$ cat config.mk
export PLATFORM = sky130hd
export DESIGN_NAME = tt_um_btn_reader_jellyant
export DESIGN_NICKNAME = d
export VERILOG_FILES = /design/src/rtl/tt_um_btn_reader_jellyant.sv
export SDC_FILE = /design/constraint.sdc
export NUM_CORES = 1
export LEC_CHECK = 0
export CELL_PAD_IN_SITES_DETAIL_PLACEMENT = 0
export CELL_PAD_IN_SITES_GLOBAL_PLACEMENT = 2
export CORE_ASPECT_RATIO = 0.7
export CORE_MARGIN = 2
export CORE_UTILIZATION = 43
export DETAILED_ROUTE_END_ITERATION = 8
export PLACE_DENSITY_LB_ADDON = 0.25
export SLEW_MARGIN = 20
export SYNTH_ARGS = -nofsm -noshare
export SYNTH_HDL_FRONTEND = slang
export SYNTH_SLANG_ARGS = --single-unit
$ cat constraint.sdc
create_clock -name clk -period 2.7 [get_ports clk]
set_input_delay 0.405 -clock clk [delete_from_list [all_inputs] [get_ports clk]]
set_output_delay 0.405 -clock clk [all_outputs]
set_load 0.02 [all_outputs]
$ cat src/rtl/tt_um_btn_reader_jellyant.sv
// Push-button reader: synchronises, debounces and edge-detects 8 buttons,
// counts presses per channel and shows either the levels or one channel's count.
module tt_um_btn_reader_jellyant #(
  parameter int DEBOUNCE_CYCLES = 16,
  parameter int CNT_W           = 5
) (
  input  logic       clk,
  input  logic       rst_n,
  input  logic       ena,
  input  logic [7:0] ui_in,
  input  logic [7:0] uio_in,
  output logic [7:0] uo_out,
  output logic [7:0] uio_out,
  output logic [7:0] uio_oe
);

  localparam logic [CNT_W-1:0] CNT_LAST = CNT_W'(DEBOUNCE_CYCLES - 1);

  logic [2:0]       sel;
  logic             view;
  logic             clr;
  logic [7:0]       sync_meta;
  logic [7:0]       sync_s;
  logic [7:0]       db;
  logic [7:0]       db_nxt;
  logic [7:0]       db_prev;
  logic [7:0]       press;
  logic             press_q;
  logic [CNT_W-1:0] db_cnt     [8];
  logic [CNT_W-1:0] db_cnt_nxt [8];
  logic [7:0]       press_cnt  [8];
  logic [7:0]       ovf;
  logic             unused_bits;

  assign sel         = uio_in[2:0];
  assign view        = uio_in[3];
  assign clr         = uio_in[4];
  assign unused_bits = &{1'b0, ena, uio_in[7:5]};

  always_ff @(posedge clk or negedge rst_n) begin
    if (!rst_n) begin
      sync_meta <= '0;
      sync_s    <= '0;
    end else begin
      sync_meta <= ui_in;
      sync_s    <= sync_meta;
    end
  end

  // A channel's level only flips after DEBOUNCE_CYCLES consecutive disagreeing samples.
  always_comb begin
    for (int i = 0; i < 8; i++) begin
      db_nxt[i]     = db[i];
      db_cnt_nxt[i] = '0;
      if (sync_s[i] != db[i]) begin
        if (db_cnt[i] == CNT_LAST) begin
          db_nxt[i] = sync_s[i];
        end else begin
          db_cnt_nxt[i] = db_cnt[i] + CNT_W'(1);
        end
      end
    end
  end

  always_ff @(posedge clk or negedge rst_n) begin
    if (!rst_n) begin
      db      <= '0;
      db_prev <= '0;
      press_q <= 1'b0;
      for (int i = 0; i < 8; i++) begin
        db_cnt[i] <= '0;
      end
    end else begin
      db      <= db_nxt;
      db_prev <= db;
      press_q <= |press;
      for (int i = 0; i < 8; i++) begin
        db_cnt[i] <= db_cnt_nxt[i];
      end
    end
  end

  assign press = db & ~db_prev;

  // Clear of the selected channel takes priority over a press arriving in the same cycle.
  always_ff @(posedge clk or negedge rst_n) begin
    if (!rst_n) begin
      ovf <= '0;
      for (int i = 0; i < 8; i++) begin
        press_cnt[i] <= '0;
      end
    end else begin
      for (int i = 0; i < 8; i++) begin
        if (clr && (sel == 3'(i))) begin
          press_cnt[i] <= '0;
          ovf[i]       <= 1'b0;
        end else if (press[i]) begin
          press_cnt[i] <= press_cnt[i] + 8'd1;
          if (press_cnt[i] == 8'hFF) begin
            ovf[i] <= 1'b1;
          end
        end
      end
    end
  end

  assign uo_out  = view ? press_cnt[sel] : db;
  assign uio_out = {|db, press_q, ovf[sel], 5'b0_0000};
  assign uio_oe  = 8'b1110_0000;

endmodule

* Word-level counts from Yosys, hierarchy flattened *
Index checks and enable logic that the tools add are counted.

cells by class
  order comparisons = 2
  muxes and demuxes = 62
  add/sub/neg operators = 16
  div/mod/pow operators = 0
  bitwise operators = 3
  multiply operators = 0
  reductions and logical operators = 43
  equality and inequality tests = 31
  shift operators = 0

operators with widths
  operator                                              count
  2-to-1 mux 8 bit                                      19
  2-to-1 mux 5 bit                                      16
  adder 8 x 1 -> 8 bit (second input constant)          8
  equality test 8 bit (second input constant)           8
  adder 5 x 1 -> 5 bit (second input constant)          8
  equality test 5 x 4 -> 1 bit (second input constant)  8
  AND reduction 2 bit                                   16
  nonzero test 2 bit                                    16
  2-to-1 mux 1 bit                                      25
  binary-select mux 8 bit (select 3 bit)                1
  OR reduction 8 bit                                    2
  equality test 3 bit (second input constant)           4
  bitwise AND 8 bit                                     1
  logical AND 1 bit                                     8
  != test 1 bit                                         8
  NOT 8 bit                                             1
  equality test 3 x 2 -> 1 bit (second input constant)  2
  >= comparator 4 bit (second input constant)           1
  < comparator 3 x 4 -> 1 bit (second input constant)   1
  NOT 3 -> 4 bit                                        1
  binary-select mux 1 bit (select 3 bit)                1
  equality test 3 x 1 -> 1 bit (second input constant)  1
  zero test 3 bit                                       1

word-level totals
  input port bits = 19
  word-level logic and storage cells = 193
  output and inout bits = 24
  register bits = 145
  ROM bits = 0
  memories = 0
  memory bits (writable) = 0
  bits in latches = 0

* Depth between registers and ports, before layout *
Gate-level depths: netlist of the first run.

  depth in word-level cells = 5
  mapped depth = 5
  depth with buffers taken out = 4

* Worst setup path after synthesis of the first run *
Ideal clock, no wire load.

  path kind = in2out
  start = in uio_in[0]
  end = out uo_out[3]
  path slack = 899 ps
  arrival time = 1396 ps
  path buffers = 2
  cell stages on the path = 5
  cell sequence = buf_2 -> buf_2 -> mux2i_1 -> nand3_1 -> a41o_1

between the ends
  cells in the longest elaborated chain, start to end = 5

ends and longest elaborated chain
  element                                               line  text
  from (decl)                                           11    input logic [7:0] uio_in,
  NOT 3 -> 4 bit (not written as such)                  107   assign uo_out = view ? press_cnt[sel] : db;
  binary-select mux 8 bit (select 3 bit)                107
  2-to-1 mux 8 bit (not written as such) (2 in series)  107
  2-to-1 mux 8 bit                                      107
  to (decl)                                             12    output logic [7:0] uo_out,

No other way between the ends. The select of a mux whose other input is x is not followed.

* Worst setup path in the final report of the first run *
  start = in uio_in[2]
  end = out uio_out[5]

between the ends
  cells in the longest elaborated chain, start to end = 2

ends and longest elaborated chain
  element                                 line  text
  binary-select mux 1 bit (select 3 bit)  108   assign uio_out = {|db, press_q, ovf[sel], 5'b0_0000};
  2-to-1 mux 1 bit (not written as such)  108
  to (decl)                               13    output logic [7:0] uio_out,

No other way between the ends. The select of a mux whose other input is x is not followed.

==> results of run 1 <==
[worst max-delay path: stages]
cell	delay, ps
clkdlybuf4s50_1	460
buf_4	160
buf_4	140
mux4_2	280
mux2_2	280
dlygate4sd2_1	330
[logic make-up (layout without fill, tap and decap cells)]
kind of cell	Yosys count	count (layout)
DFF	145	145
buffers and inverters	52	94
other	2	13
adders and majority gates	16	16
and+or+nand+nor	250	250
AOI/OAI and AO/OA	114	114
muxes	48	48
xor gates and xnor gates	40	40
[registers in the layout, indices dropped and copies added (netlist names)]
signal and flops:
press_cnt 64, sync_meta 8, db 8, press_q 1, db_cnt 40, db_prev 8
sync_s 8, ovf 8
[path summary, 6_finish.rpt]
check,slack (ps),end
min in group asynchronous,460,db_cnt[28]
worst max register to register,1100,press_cnt[15]
max in group asynchronous,1530,press_cnt[57]
worst min-delay path,350,sync_s[5]
worst min register to register,350,sync_s[5]
worst max-delay path,230,uio_out[5]
[area by class of cell]
cell class | instances | area (um^2)
Timing Repair Buffer | 44 | 417
Clock buffer | 21 | 460
Tap cell | 225 | 282
Inverter | 19 | 71.3
Multi-Input combinational cell | 481 | 3200
Sequential cell | 145 | 3630
Fill cell | 1531 | 8040
Clock inverter | 10 | 101
[power groups by stage]
| stage | registers [uW] | logic (uW) | clock network (uW) |
|---|---|---|---|
| finish | 2370 | 390 | 2260 |
| global route | 2380 | 443 | 2400 |
| CTS | 2370 | 400 | 2310 |
| detailed placement | 2410 | 403 | 0 |
| global placement | 2400 | 390 | 0 |
| floorplan | 2380 | 250 | 0 |
[per-layer routing]
layer / track usage / up-vias
li1: - / 2466
met1: 0.273 / 2524
met2: 0.287 / 70
met3: 0.0410 / 21
met4: 0.0794 / 0
met5: 0 / -
[metrics by stage]
stage | power (uW) | instances | setup slack [ps] | instance area (um^2) | util
after floorplan | 2630 | 678 | 899 | 7100 | -
after global placement | 2790 | 913 | -38.1 | 7580 | 0.468
after detailed placement | 2810 | 913 | -77.6 | 7580 | 0.468
after CTS | 5080 | 945 | 7.10 | 8150 | 0.503
after global routing | 5230 | 945 | 151 | 8160 | 0.504
final | 5020 | 945 | 230 | 8160 | 0.504
[cell usage after synthesis]
cell type	number	area share
dfrtp_1	145	0.51
nor2_1	57	0.030
a21oi_1	40	0.028
mux2i_1	37	0.052
nand3_1	36	0.026
xor2_1	32	0.040
nand2_1	31	0.016
o21ai_0	24	0.017
or3_1	20	0.018
inv_1	19	0.010
o31ai_1	18	0.019
or4_1	18	0.019
buf_4	17	0.018
nor2b_1	17	0.015
ha_1	16	0.028
and2_1	14	0.012
nand3b_1	11	0.012
buf_2	10	0.0071
and3_1	9	0.0080
a22oi_1	8	0.0085
a41o_1	8	0.011
mux2_1	8	0.013
nand2b_1	8	0.0071
nand4b_1	8	0.0099
xnor2_1	8	0.0099
nand4_1	6	0.0053
o22a_1	6	0.0074
nor3_1	5	0.0035
o21ai_1	5	0.0035
clkbuf_1	4	0.0021
nor4_1	4	0.0035
o2111ai_1	3	0.0037
conb_1	2	0.0011
mux4_2	2	0.0064
nor3_2	2	0.0028
a21o_1	1	0.0011
a31oi_1	1	0.00089
and4_1	1	0.0012
and4b_1	1	0.0014
buf_1	1	0.00053
buf_6	1	0.0016
mux2_2	1	0.0016
nand4bb_1	1	0.0016
nor2_2	1	0.00089
[what timing repair did]
action                                 in CTS  in global routing
setup endpoints to repair                   8                  3
endpoints found under the hold margin      40                  0
resized for setup                           7                  3
hold buffers                                1                  0
==> out/metrics.csv, run 1 <==
metric;value;unit
Sw Ratio;0.252;
DR iter-0 viols;302;
DIE WIDTH;157;um
Clock Tree Buf Depth;2;
Routed WL;15500;um
setup violators final;0;
met3 wire len;461;um
Worst VDD drop;321;uV
worst-margin pin slew;675;ps
status;finished clean;
Clock power frac;0.450;
Root Buffer Master;clkbuf_16;
Layout Skew;8.76;ps
Ys Warns;0;
post-synthesis sequential area ratio;0.514;
gr usage total;0.193;
Synth Area in Compound Gates;0.101;
first-pass GRT wire length;25900;um
max-capacitance violation count;0;
largest net degree at the start of global routing;56;
worst min path class;flip-flop to flip-flop;
Synth Area in XOR/XNOR;0.0496;
highest clock rate;405;MHz
met1 wire length;7770;um
reg2reg path depth;3;
Synth Cell Area;7060;um^2
initial core utilization;0.436;
Worst-path clk slew;60;ps
Hold Path Cell Cnt;0;
Static Leak;0.00381;uW
Synth Area in Simple Gates;0.194;
Routability Congestion;0.806;
core area;16200;um^2
Avg Cell Area, Syn;10.6;um^2
CTS H-tree lvls;4;
Worst setup EP type;output port;
Final Critical Period;2470;ps
commonest non-fill, non-tap cells in the layout;dfrtp_1, nor2_1, a21oi_1;
Critical Path Source;uio_in[2];
share of cells above drive strength 1;0.0778;
CTS Buf Count;17;
I/O pins;43;
Worst R2R Start;db[6];
Unique masters post-synth;44;
ANT nets after route;0;
largest family of logic cells by synthesized area;simple AND/OR/NAND/NOR gates;
period utilization;0.915;
TritonCTS clock tree;done;
Worst Path Required;2300;ps
Num Clock Sinks;145;
initial antenna violation count;0;
Fin. Hold Viols;0;
Slew Limit Headroom;0.548;
switching power;1270;uW
worst hold margin;347;ps
top layer used by detailed routing;met4;
number of diodes;0;
pwr/cell area;615;nW/um^2
total grt overflow;0;
crit path DAT;2070;ps
multiplexer area fraction after synthesis;0.0732;
commonest non-fill, non-tap cell in the layout;dfrtp_1;
routed len/inst;16.4;um
CP max FO;7;
NumNets Final;743;
HPWL Detailed;11400;um
Cell Rows;39;
Syn Inst Count;667;
sequential share of power;0.472;
CP startpoint kind;input pin;
PortBufs;25;
Slew Viols, Final;0;
#FFs+latches synth;145;
Pre-antenna DRT Iters;4;
crit path kind;input pin to output port;
Cell Int Power;3750;uW
DR vias/cell;5.38;
RSZ-0062 raised after global routing;no;
vias in the first global route;4982;
Comb pwr share;0.078;
Fin Setup TNS;0;ps
DRC violation count after routing;0;
full die area;17500;um^2
vias;5081;
Detail Route met2 WL;6980;um
Chip Height;111;um
worst skew pair latency;430;ps
Adder-Cell Fraction of Synth Area;0.0283;
Setup Buffers After CTS;0;
synth-to-layout area growth;15.5;%
Worst Min Path Start;sync_meta[5];
Power figures use the tool's default switching activity.
==> inputs of run 2 (changes only) <==
==> constraint.sdc (replaced) <==
create_clock -name clk -period 2.7 [get_ports clk]
set_input_delay 0.405 -clock clk [delete_from_list [all_inputs] [get_ports clk]]
set_output_delay 0.405 -clock clk [all_outputs]
set_load 0.005 [all_outputs]
==> run 2 against run 1 <==
Net effect: combinational power decreased by 5.1%; global-route usage is 0.092 points higher; power is 5.2% higher; flip-flop and latch count stayed put; critical path type unchanged; highest routed layer unchanged.
==> out/metrics.csv, run 2 (synthesis gave the netlist of run 1 again) <==
metric;value;unit;change
Slew Limit Headroom;0.567;;was 0.548
HPWL Detailed;11200;um;was 11,400 um
vias;5060;;was 5,081
total grt overflow;0;;unchanged
Worst VDD drop;308;uV;was 321 uV
Worst Min Path Start;sync_meta[1];;was sync_meta[5]
commonest non-fill, non-tap cell in the layout;dfrtp_1;;unchanged
DR iter-0 viols;350;;was 302
Slew Viols, Final;0;;unchanged
total power;5280;uW;was 5020 uW
Final Util;0.507;;was 0.504
CP max FO;8;;was 7
Comb pwr share;0.070;;was 0.078
Sw Ratio;0.226;;was 0.252
Worst-path clk slew;60;ps;about the same
NumNets Final;742;;was 743
TritonCTS clock tree;done;;unchanged
Fin Setup TNS;0;ps;unchanged
vias in the first global route;5079;;was 4,982
CTS Buf Count;17;;unchanged
switching power;1190;uW;was 1270 uW
Worst Path Required;2300;ps;about the same
max-capacitance violation count;0;;unchanged
worst min path class;flip-flop to flip-flop;;unchanged
placed cell area;7580;um^2;about the same
fillcell total;1464;;was 1,531
commonest non-fill, non-tap cells in the layout;dfrtp_1, nor2_1, a21oi_1;;unchanged
Routed WL;15500;um;about the same
gr usage total;0.193;;about the same
PortBufs;25;;unchanged
Final Critical Period;2580;ps;was 2470 ps
full die area;17500;um^2;unchanged
Pre-antenna DRT Iters;5;;was 4
Chip Height;111;um;unchanged
Layout Skew;4.68;ps;was 8.76 ps
Clock power frac;0.481;;was 0.450
DRC violation count after routing;0;;unchanged
worst-margin pin slew;647;ps;was 675 ps
Routability Congestion;0.800;;was 0.806
status;finished clean;;unchanged
crit path DAT;2180;ps;was 2070 ps
DIE WIDTH;157;um;unchanged
share of cells above drive strength 1;0.0753;;was 0.0778
synth-to-layout area growth;16.4;%;was 15.5%
largest net degree at the start of global routing;61;;was 56
Static Leak;0.00379;uW;was 0.00381 uW
Setup Buffers After CTS;0;;unchanged
Worst setup EP type;output port;;unchanged
I/O pins;43;;unchanged
worst hold margin;346;ps;was 347 ps
pwr/cell area;642;nW/um^2;was 615 nW/um^2
initial core utilization;0.436;;unchanged
crit path kind;input pin to output port;;unchanged
Clock Tree Buf Depth;2;;unchanged
Worst R2R Start;db[6];;unchanged
Critical Path Source;uio_in[1];;was uio_in[2]
period utilization;0.956;;was 0.915
leading registers by flop count;press_cnt: 64 flops, db_cnt: 40 flops;;unchanged
Fin. Hold Viols;0;;unchanged
ANT nets after route;0;;unchanged
RSZ-0062 raised after global routing;no;;unchanged
initial antenna violation count;0;;unchanged
CTS H-tree lvls;4;;unchanged
DR vias/cell;5.37;;was 5.38
Cell Int Power;4090;uW;was 3750 uW
sequential share of power;0.449;;was 0.472
max reg flops;64;;unchanged
setup violators final;0;;unchanged
highest clock rate;387;MHz;was 405 MHz
Num Clock Sinks;145;;unchanged
first-pass GRT wire length;26200;um;was 25,900 um
number of diodes;0;;unchanged
core area;16200;um^2;unchanged
Root Buffer Master;clkbuf_16;;unchanged
Reg with most FFs;press_cnt;;unchanged
worst skew pair latency;420;ps;was 430 ps
CP startpoint kind;input pin;;unchanged
fin area;8220;um^2;was 8160 um^2
Cell Rows;39;;unchanged
routed len/inst;16.5;um;was 16.4 um
run 2: changes by cell type in the layout (fill, tap and decap cells not counted), sizes merged, moves of 2 or more:
cell / change
dlymetal6s2s: -2
bufinv: +4
clkdlybuf4s50: +8
clkbuf: -2
inv: -3
dlygate4sd2: -6
clkinvlp: -2
run 2: final timing paths:
path | end | slack (ps) | cells after the start
setup reg to reg | press_cnt[15] | 1100 | 3
hold reg to reg | sync_s[1] | 350 | 0
setup / recovery | uo_out[2] | 120 | 6
max in group asynchronous | db_cnt[32] | 1470 | 3
hold / removal | sync_s[1] | 350 | 0
min in group asynchronous | press_cnt[40] | 530 | 2
run 2: critical path, stage by stage:
cell and delay [ps]:
clkdlybuf4s50_1 500, nor2b_1 180, buf_4 170, a22oi_1 180, a41o_1 240, clkdlybuf4s50_1 510
run 2: repair_timing:
item | CTS | global route
endpoints found under the hold margin | 57 | 0
resized for setup | 1 | 1
hold buffers | 1 | 0
endpoints found under the setup margin | 3 | 7
run 2: power by group through the flow:
stage | clock (uW) | sequential [uW] | combinational (uW)
floorplan | 0 | 2380 | 223
detailed placement | 0 | 2410 | 374
finish | 2540 | 2370 | 370
global route | 2720 | 2380 | 419
CTS | 2610 | 2370 | 378
global placement | 0 | 2400 | 361
run 2: area by class of cell:
class                      instances  area [um^2]  area share
sequential                       145         3630       0.441
inverter                          19         71.3     0.00868
clock inverter                    10          185      0.0225
timing repair buffer              43          412      0.0501
multi-input combinational        481         3200       0.389
clock buffer                      19          443      0.0539
tap                              225          282      0.0342
run 2: per-stage QoR:
stage	setup slack, ps	cells
global route	39.3	942
global placement	39.3	912
floorplan	963	678
CTS	24.7	942
detailed placement	-11.3	912
finish	119	942
run 2: metal layers:
layer,up-vias,track usage,share of wire
met5,-,0,0
met4,0,0.0636,0.011
met3,13,0.0461,0.038
met2,72,0.293,0.46
met1,2515,0.274,0.49
li1,2460,-,-
